<file path="config.mk">
export PLATFORM = sky130hd
export DESIGN_NAME = cache_maint_engine
export DESIGN_NICKNAME = d
export VERILOG_FILES = /design/src/rtl/cache_maint_engine.sv
export SDC_FILE = /design/constraint.sdc
export NUM_CORES = 1
export LEC_CHECK = 0
export ABC_AREA = 1
export ABC_CLOCK_PERIOD_IN_PS = 1650
export BUFFER_PORTS_ARGS = -buffer_cell sky130_fd_sc_hd__buf_2
export CAP_MARGIN = 0
export CORE_ASPECT_RATIO = 1.2
export CORE_UTILIZATION = 49
export CTS_CLUSTER_DIAMETER = 40
export DETAILED_ROUTE_END_ITERATION = 12
export PLACE_DENSITY = 0.79
export SYNTH_ARGS = -nofsm -noshare
export SYNTH_HDL_FRONTEND = slang
export SYNTH_SLANG_ARGS = --single-unit
</file>
<file path="constraint.sdc">
create_clock -name clk -period 1.65 [get_ports clk]
set_input_delay 0.2475 -clock clk [delete_from_list [all_inputs] [get_ports clk]]
set_output_delay 0.2475 -clock clk [all_outputs]
set_load 0.05 [all_outputs]
</file>
<file path="src/rtl/cache_maint_engine.sv">
// Cache maintenance engine: walks every line for clear/wb commands, writing dirty
// lines back through an Avalon-style write master while it owns the cache arrays.
module cache_maint_engine #(
  parameter int unsigned LINE_NUM   = 64,
  parameter int unsigned LINE_WORDS = 8,
  parameter logic [2:0]  CMD_CLEAR  = 3'b001,
  parameter logic [2:0]  CMD_WB     = 3'b010,
  localparam int unsigned IDX_W = $clog2(LINE_NUM),
  localparam int unsigned WRD_W = $clog2(LINE_WORDS),
  localparam int unsigned TAG_W = 32 - IDX_W - WRD_W - 2
) (
  input  logic                   clk,
  input  logic                   rest,
  input  logic [2:0]             cmd,
  input  logic                   cmd_valid,
  output logic                   cmd_ready,
  output logic                   busy,
  output logic [IDX_W-1:0]       tag_index,
  output logic                   tag_rd,
  input  logic [TAG_W-1:0]       tag_rdTag,
  input  logic                   tag_rdValid,
  input  logic                   tag_rdDirty,
  output logic                   tag_wr,
  output logic                   tag_wrValid,
  output logic                   tag_wrDirty,
  output logic [IDX_W+WRD_W-1:0] data_addr,
  output logic                   data_rd,
  input  logic [31:0]            data_rdData,
  output logic [31:0]            m_address,
  output logic [3:0]             m_byteEnable,
  output logic                   m_write,
  output logic [31:0]            m_writeData,
  input  logic                   m_waitRequest
);

  localparam logic [3:0] S_IDLE    = 4'd0;
  localparam logic [3:0] S_START   = 4'd1;
  localparam logic [3:0] S_TAG_RD  = 4'd2;
  localparam logic [3:0] S_TAG_CHK = 4'd3;
  localparam logic [3:0] S_WB_RD   = 4'd4;
  localparam logic [3:0] S_WB_CAP  = 4'd5;
  localparam logic [3:0] S_WB_WR   = 4'd6;
  localparam logic [3:0] S_UPD     = 4'd7;
  localparam logic [3:0] S_DONE    = 4'd8;

  logic [3:0]       state_q, state_d;
  logic [IDX_W-1:0] idx_q, idx_d;
  logic [WRD_W-1:0] word_q, word_d;
  logic             op_wb_q, op_wb_d;
  logic             known_q, known_d;
  logic [TAG_W-1:0] tag_q, tag_d;
  logic             valid_q, valid_d;

  logic             cmd_ready_q, cmd_ready_d;
  logic             busy_q, busy_d;
  logic             tag_rd_q, tag_rd_d;
  logic             tag_wr_q, tag_wr_d;
  logic             tag_wrValid_q, tag_wrValid_d;
  logic             data_rd_q, data_rd_d;
  logic             m_write_q, m_write_d;
  logic [31:0]      m_address_q, m_address_d;
  logic [31:0]      m_writeData_q, m_writeData_d;

  always_comb begin
    state_d       = state_q;
    idx_d         = idx_q;
    word_d        = word_q;
    op_wb_d       = op_wb_q;
    known_d       = known_q;
    tag_d         = tag_q;
    valid_d       = valid_q;
    m_address_d   = m_address_q;
    m_writeData_d = m_writeData_q;
    case (state_q)
      S_IDLE: begin
        if (cmd_valid) begin
          known_d = (cmd == CMD_CLEAR) || (cmd == CMD_WB);
          op_wb_d = (cmd == CMD_WB);
          idx_d   = '0;
          state_d = S_START;
        end
      end
      S_START:   state_d = known_q ? S_TAG_RD : S_DONE;
      S_TAG_RD:  state_d = S_TAG_CHK;
      S_TAG_CHK: begin
        tag_d   = tag_rdTag;
        valid_d = tag_rdValid;
        if (tag_rdValid && tag_rdDirty) begin
          word_d  = '0;
          state_d = S_WB_RD;
        end else begin
          state_d = S_UPD;
        end
      end
      S_WB_RD:   state_d = S_WB_CAP;
      S_WB_CAP: begin
        m_writeData_d = data_rdData;
        m_address_d   = {tag_q, idx_q, word_q, 2'b00};
        state_d       = S_WB_WR;
      end
      S_WB_WR: begin
        if (!m_waitRequest) begin
          if (word_q == '1) begin
            state_d = S_UPD;
          end else begin
            word_d  = word_q + 1'b1;
            state_d = S_WB_RD;
          end
        end
      end
      S_UPD: begin
        if (idx_q == '1) begin
          state_d = S_DONE;
        end else begin
          idx_d   = idx_q + 1'b1;
          state_d = S_TAG_RD;
        end
      end
      S_DONE:  state_d = S_IDLE;
      default: state_d = S_IDLE;
    endcase

    // Strobes are decoded from the next state so they are registered yet
    // line up with the state that owns them.
    busy_d        = (state_d != S_IDLE) && (state_d != S_DONE) &&
                    ((state_d != S_START) || known_d);
    tag_rd_d      = (state_d == S_TAG_RD);
    tag_wr_d      = (state_d == S_UPD);
    tag_wrValid_d = (state_d == S_UPD) && op_wb_d && valid_d;
    data_rd_d     = (state_d == S_WB_RD);
    m_write_d     = (state_d == S_WB_WR);
    cmd_ready_d   = (state_d == S_DONE);
  end

  always_ff @(posedge clk) begin
    if (!rest) begin
      state_q       <= S_IDLE;
      idx_q         <= '0;
      word_q        <= '0;
      op_wb_q       <= 1'b0;
      known_q       <= 1'b0;
      tag_q         <= '0;
      valid_q       <= 1'b0;
      cmd_ready_q   <= 1'b0;
      busy_q        <= 1'b0;
      tag_rd_q      <= 1'b0;
      tag_wr_q      <= 1'b0;
      tag_wrValid_q <= 1'b0;
      data_rd_q     <= 1'b0;
      m_write_q     <= 1'b0;
      m_address_q   <= '0;
      m_writeData_q <= '0;
    end else begin
      state_q       <= state_d;
      idx_q         <= idx_d;
      word_q        <= word_d;
      op_wb_q       <= op_wb_d;
      known_q       <= known_d;
      tag_q         <= tag_d;
      valid_q       <= valid_d;
      cmd_ready_q   <= cmd_ready_d;
      busy_q        <= busy_d;
      tag_rd_q      <= tag_rd_d;
      tag_wr_q      <= tag_wr_d;
      tag_wrValid_q <= tag_wrValid_d;
      data_rd_q     <= data_rd_d;
      m_write_q     <= m_write_d;
      m_address_q   <= m_address_d;
      m_writeData_q <= m_writeData_d;
    end
  end

  assign cmd_ready    = cmd_ready_q;
  assign busy         = busy_q;
  assign tag_index    = idx_q;
  assign tag_rd       = tag_rd_q;
  assign tag_wr       = tag_wr_q;
  assign tag_wrValid  = tag_wrValid_q;
  assign tag_wrDirty  = 1'b0;
  assign data_addr    = {idx_q, word_q};
  assign data_rd      = data_rd_q;
  assign m_address    = m_address_q;
  assign m_byteEnable = 4'hF;
  assign m_write      = m_write_q;
  assign m_writeData  = m_writeData_q;

endmodule

</file>
======== After elaboration in Yosys (flattened, before gate mapping) ========
Index checks and enable logic that the tools add are counted.
cells by class
  $add $sub $neg .......................... 2
  eq/ne operators ......................... 23
  mux-type cells .......................... 19
  reductions and logical operators ........ 13
operators by type and width
  operator                                                number
  case mux 4 bit (8 select lines)                         1
  == test 4 x 3 -> 1 bit (second input constant)          7
  2-to-1 mux 4 bit                                        4
  == test 4 x 2 -> 1 bit (second input constant)          3
  2-to-1 mux 6 bit                                        2
  case mux 6 bit (2 select lines)                         1
  inequality test 2 bit (second input constant)           5
  2-to-1 mux 3 bit                                        3
  adder 6 x 1 -> 6 bit (second input constant)            1
  == test 6 bit (second input constant)                   1
  case mux 3 bit (2 select lines)                         1
  logical AND 1 bit                                       5
  2-to-1 mux 1 bit                                        5
  == test 4 x 1 -> 1 bit (second input constant)          1
  == test 4 bit (second input constant)                   1
  logical NOT 4 bit                                       1
  2-to-1 mux 2 bit                                        2
  inequality test 4 x 1 -> 1 bit (second input constant)  1
  inequality test 4 bit (second input constant)           1
  AND reduction 4 bit                                     1
  nonzero test 2 bit                                      2
  nonzero test 4 bit                                      1
  adder 3 x 1 -> 3 bit (second input constant)            1
  == test 3 x 1 -> 1 bit (second input constant)          1
  4 further kinds                                         5
storage, ports and cells
  register bits after elaboration ......... 106
  input bits .............................. 62
  output and inout port bits .............. 91
  logic and storage cells ................. 73

======== Logic depth before layout (Yosys ltp) ========
  depth in word-level cells ............... 7
  mapped depth ............................ 10
  gate-level depth less buffers ........... 10

======== Worst setup path after synthesis ========
OpenSTA, ideal clock, no wires.
  kind .................................... register -> register
  from .................................... register idx_q[0] (netlist: tag_index[0])
  to ...................................... register tag_wrValid_q (netlist: tag_wrValid)
  setup time .............................. 0.119 ns
  arrival time ............................ 1.723 ns
  required time ........................... 1.531 ns
  path slack .............................. -0.192 ns
  stages on the path, launching flop included .. 9
  buffers on the path ..................... 0
  period minus slack after synthesis ...... 1.842 ns
  cell sequence ........................... dfxtp_1 > ha_1 > nand3_1 > nor2_2 > nor2_1 > nor2_2 > nand2_2 > nand2_1 > nor3_2
on the way
  cells in the longest elaborated chain, start to end .. 6
RTL lines
  element                          RTL line  text
  start, declared                  47        logic [IDX_W-1:0] idx_q, idx_d;
  start signal, assigned           155       idx_q <= idx_d;
  == test 6 bit                    112       if (idx_q == '1) begin
  2-to-1 mux 4 bit                 112
  case mux 4 bit (8 select lines)  74        case (state_q)
  == test 4 x 3 -> 1 bit           129       tag_wrValid_d = (state_d == S_UPD) && op_wb_d && valid_d;
  logical AND 1 bit (2 in a row)   129
  end signal, assigned             165       tag_wrValid_q <= tag_wrValid_d;
  end, declared                    58        logic tag_wrValid_q, tag_wrValid_d;
Every way passes these cells.
A chain may end at the register's enable or synchronous reset.

======== Worst setup path in the final report ========
  from .................................... register idx_q[0] (netlist: tag_index[0])
  to ...................................... register busy_q (netlist: busy)
on the way
  cells in the longest elaborated chain, start to end .. 6
RTL lines
  element                                                RTL line  text
  == test 6 bit (*)                                      112
  2-to-1 mux 4 bit (*)                                   112
  case mux 4 bit (8 select lines) (*)                    74
  inequality test 4 bit (tied with other cells)          125       busy_d = (state_d != S_IDLE) && (state_d != S_DONE) &&
  logical AND 1 bit or logical OR 1 bit (tied branches)  125, 126
  logical AND 1 bit (*)                                  125
  end signal, assigned                                   162       busy_q <= busy_d;
  end, declared                                          55        logic busy_q, busy_d;
Every way passes the cells marked *; elsewhere a longest branch is shown, timed or not.

==> flow_summary.yaml <==
placement:
  place_congestion: 0.797
  placed_area_um2: 4960
  hpwl_um: 6870
  place.port_buffers: 145
route:
  final_antenna_net_count: 0
  first_pass_iters: 5
  drc: 0
  vias_per_cell: 4.87
  routedWlPerCell_um: 12.2
  first_iter_violations: 107
  routed_wl_um: 9690
  dr_total_vias: 3882
power_and_ir_drop:
  vdd_drop_max_mv: 0.464
  powerDensity_nw_per_um2: 905
  p_leak_uw: 0.00243
layout:
  num_antenna_cells: 0
  synthToLayoutAreaGrowth_pct: 23.9
  multi_input_area_um2: 1740
  nets: 743
  nFillCells: 719
  final_layout_size_suffix_gt1_share_pct: 30.9
  fin_area_um2: 5200
  register_area_um2: 2130
yosys:
  synth_flop_cell: "dfxtp_1"
  seq_area_frac_synth_pct: 50.5
  syn_inst: 544
  ys_ff_latch: 106
  synth.top_cells.by_count: "191 x nor2_1, 106 x dfxtp_1, 65 x o21ai_0"
  syn_avg_cell_area_um2: 7.72
  yosys_warnings: 0
  synth.distinct_cells: 31
  synth_area_um2: 4200
  synth_edf_count: 0
  synthArstFlopShare_pct: 0
  synth_top_cell_area_share_pct: 50.5
  synth.most_common_cell: "nor2_1"
  synth.area.top_cells: "dfxtp_1 51%, nor2_1 17%, o21ai_0 7.7%"
  synth_largest_area_cell: "dfxtp_1"
die:
  die_w_um: 86.5
  rows: 36
  fp.dieH_um: 103
  die_area_um2: 8950
  core_area_um2: 8200
  start_util_pct: 51.2
  io_pins: 153
worst_setup_path:
  worstPathArrival_ns: 1.84
  reg2reg_from: "tag_index[0]"
  cp-start-kind: "flop"
  critPathKind: "flop to flop"
  end_kind: "flop"
  ff2ff_setup_slack_ns: 0.08
  required_ns: 1.92
  worst-r2r-cell-count: 8
  critical_path.max_fanout: 7
  rr_endpoint: "busy"
clock_tree:
  clockBufferDepth: 2
  cts.sinks: 106
  cts_root_buf: "clkbuf_8"
  clk_latency_ns: 0.37
  cts_max_level: 3
  cts_tree: "built"
  clk_pin_slew_ns: 0.10
  numCtsBuffers: 9
hold_path:
  whs_endpoint: "m_writeData[27]"
  min_from: "data_rdData[27]"
  hold_path_depth: 3
  hp-class: "input pin to flop"
timing:
  post-route-period-util_pct: 94.9
  finClkSkew_ns: 0.00779
  fin_crit_ns: 1.57
  tns_ns: 0
  drv_slew: 0
  final-hold-violation-count: 0
  final-setup-viol-count: 0
  fmax_mhz: 638
grt:
  grt_usage_pct: 21.6
  antenna_found_initial: 0
  grt_pass1_vias: 3428
  grt_max_degree: 58
  grt-ovfl-total: 0
  grt_pass1_wl_um: 15000
flow_run:
  maxCapViolCount: 0
run_status:
  status: "completed"
## layer usage
layer / global-route usage (%) / up-vias / wire length (um)
met5: 0 / - / 0
li1: - / 1971 / -
met1: 23.7 / 1773 / 4140
met4: 11.5 / 0 / 231
met2: 39.7 / 121 / 4800
met3: 3.73 / 17 / 515
## layout by cell type (no fill, tap or decap), types with 2 or more instances in the layout
cell / synthesis / final
a21oi_1: 12 / 12
buf_12: 0 / 3
buf_2: 4 / 145
buf_4: 14 / 11
bufinv_16: 0 / 2
clkbuf_8: 0 / 10
clkinv_2: 2 / 5
conb_1: 2 / 7
dfxtp_1: 106 / 102
dfxtp_2: 0 / 4
ha_1: 3 / 2
inv_1: 16 / 16
inv_2: 5 / 4
inv_6: 0 / 2
nand2_1: 39 / 39
nand2_2: 4 / 4
nand2_4: 2 / 2
nand3_1: 12 / 12
nand3_2: 2 / 2
nor2_1: 191 / 191
nor2_2: 5 / 4
nor2_4: 3 / 4
nor3_2: 2 / 2
o21ai_0: 65 / 64
o21ai_1: 22 / 23
o21ai_2: 2 / 2
## worst max-delay path, cell delays in order (launching register included)
cell and delay (ns):
dfxtp_2 0.40, ha_1 0.24, nand3_1 0.17, nor2_4 0.17
nor2_1 0.07, nor2_2 0.16, nand3_2 0.10, nor2_1 0.12
nor2_1 0.05
## logic make-up (layout without fill, tap and decap cells)
family | Yosys count | in the layout | synth area share [%]
buffers and inverters | 65 | 199 | 8.55
AOI/OAI and AO/OA | 103 | 103 | 12.8
DFF | 106 | 106 | 50.5
adders and majority gates | 3 | 3 | 0.894
and+or+nand+nor | 264 | 264 | 26.8
other | 2 | 7 | 0.179
xor gates and xnor gates | 1 | 1 | 0.209
## sequential cells by signal (all words and copies together) (netlist names)
| name | count |
|---|---|
| tag_index | 6 |
| tag_q | 21 |
| tag_wr | 1 |
| word_q | 3 |
| tag_wrValid | 1 |
| data_rd | 1 |
| busy | 1 |
| cmd_ready | 1 |
| m_writeData | 32 |
| tag_rd | 1 |
| op_wb_q | 1 |
| known_q | 1 |
| valid_q | 1 |
| state_q | 4 |
| m_address | 30 |
| m_write | 1 |
## area by class of cell
class                   instances  area share (%)
multi-input cells             378            33.5
inverters                      24            1.85
clock inverters                 6            1.68
repair buffers                159            16.7
well taps                     114            2.74
flip-flops and latches        106            40.9
clock buffers                  10            2.64
## stage by stage
step	total power, uW	worst slack [ns]	hold WS (ns)	util (%)	cells
after floorplan	2870	0.000119	0.411	-	549
after global placement	2970	0.177	0.458	60.5	780
after detailed placement	2970	0.124	0.467	60.5	780
after CTS	4750	0.0889	0.106	63.3	796
after global routing	4880	-0.0392	0.125	63.5	797
final	4710	0.0837	0.121	63.5	797
## what timing repair did
item	4_1_cts	5_1_grt
hold buffers	0	0
endpoints found under the setup margin	0	9
resized for setup	0	4
buffers inserted	0	1
## worst max path at each step
| stage | endpoint | from | slack, ns | cells past startpoint |
|---|---|---|---|---|
| finish | busy | tag_index[0] | 0.08 | 8 |
| global route | busy | tag_index[0] | -0.04 | 8 |
| CTS | busy | tag_index[0] | 0.09 | 8 |
| detailed placement | busy | word_q[0] | 0.12 | 10 |
| global placement | tag_rd | tag_index[0] | 0.18 | 8 |
| floorplan | tag_wrValid | tag_index[3] | 0.0001 | 7 |
## power breakdown
part           total [uW]  internal (uW)  switching, uW
clock                1790            902            885
sequential           2590           2570           13.9
combinational         339            121            218
total                4710           3590           1120
Power figures use the tool's default switching activity.
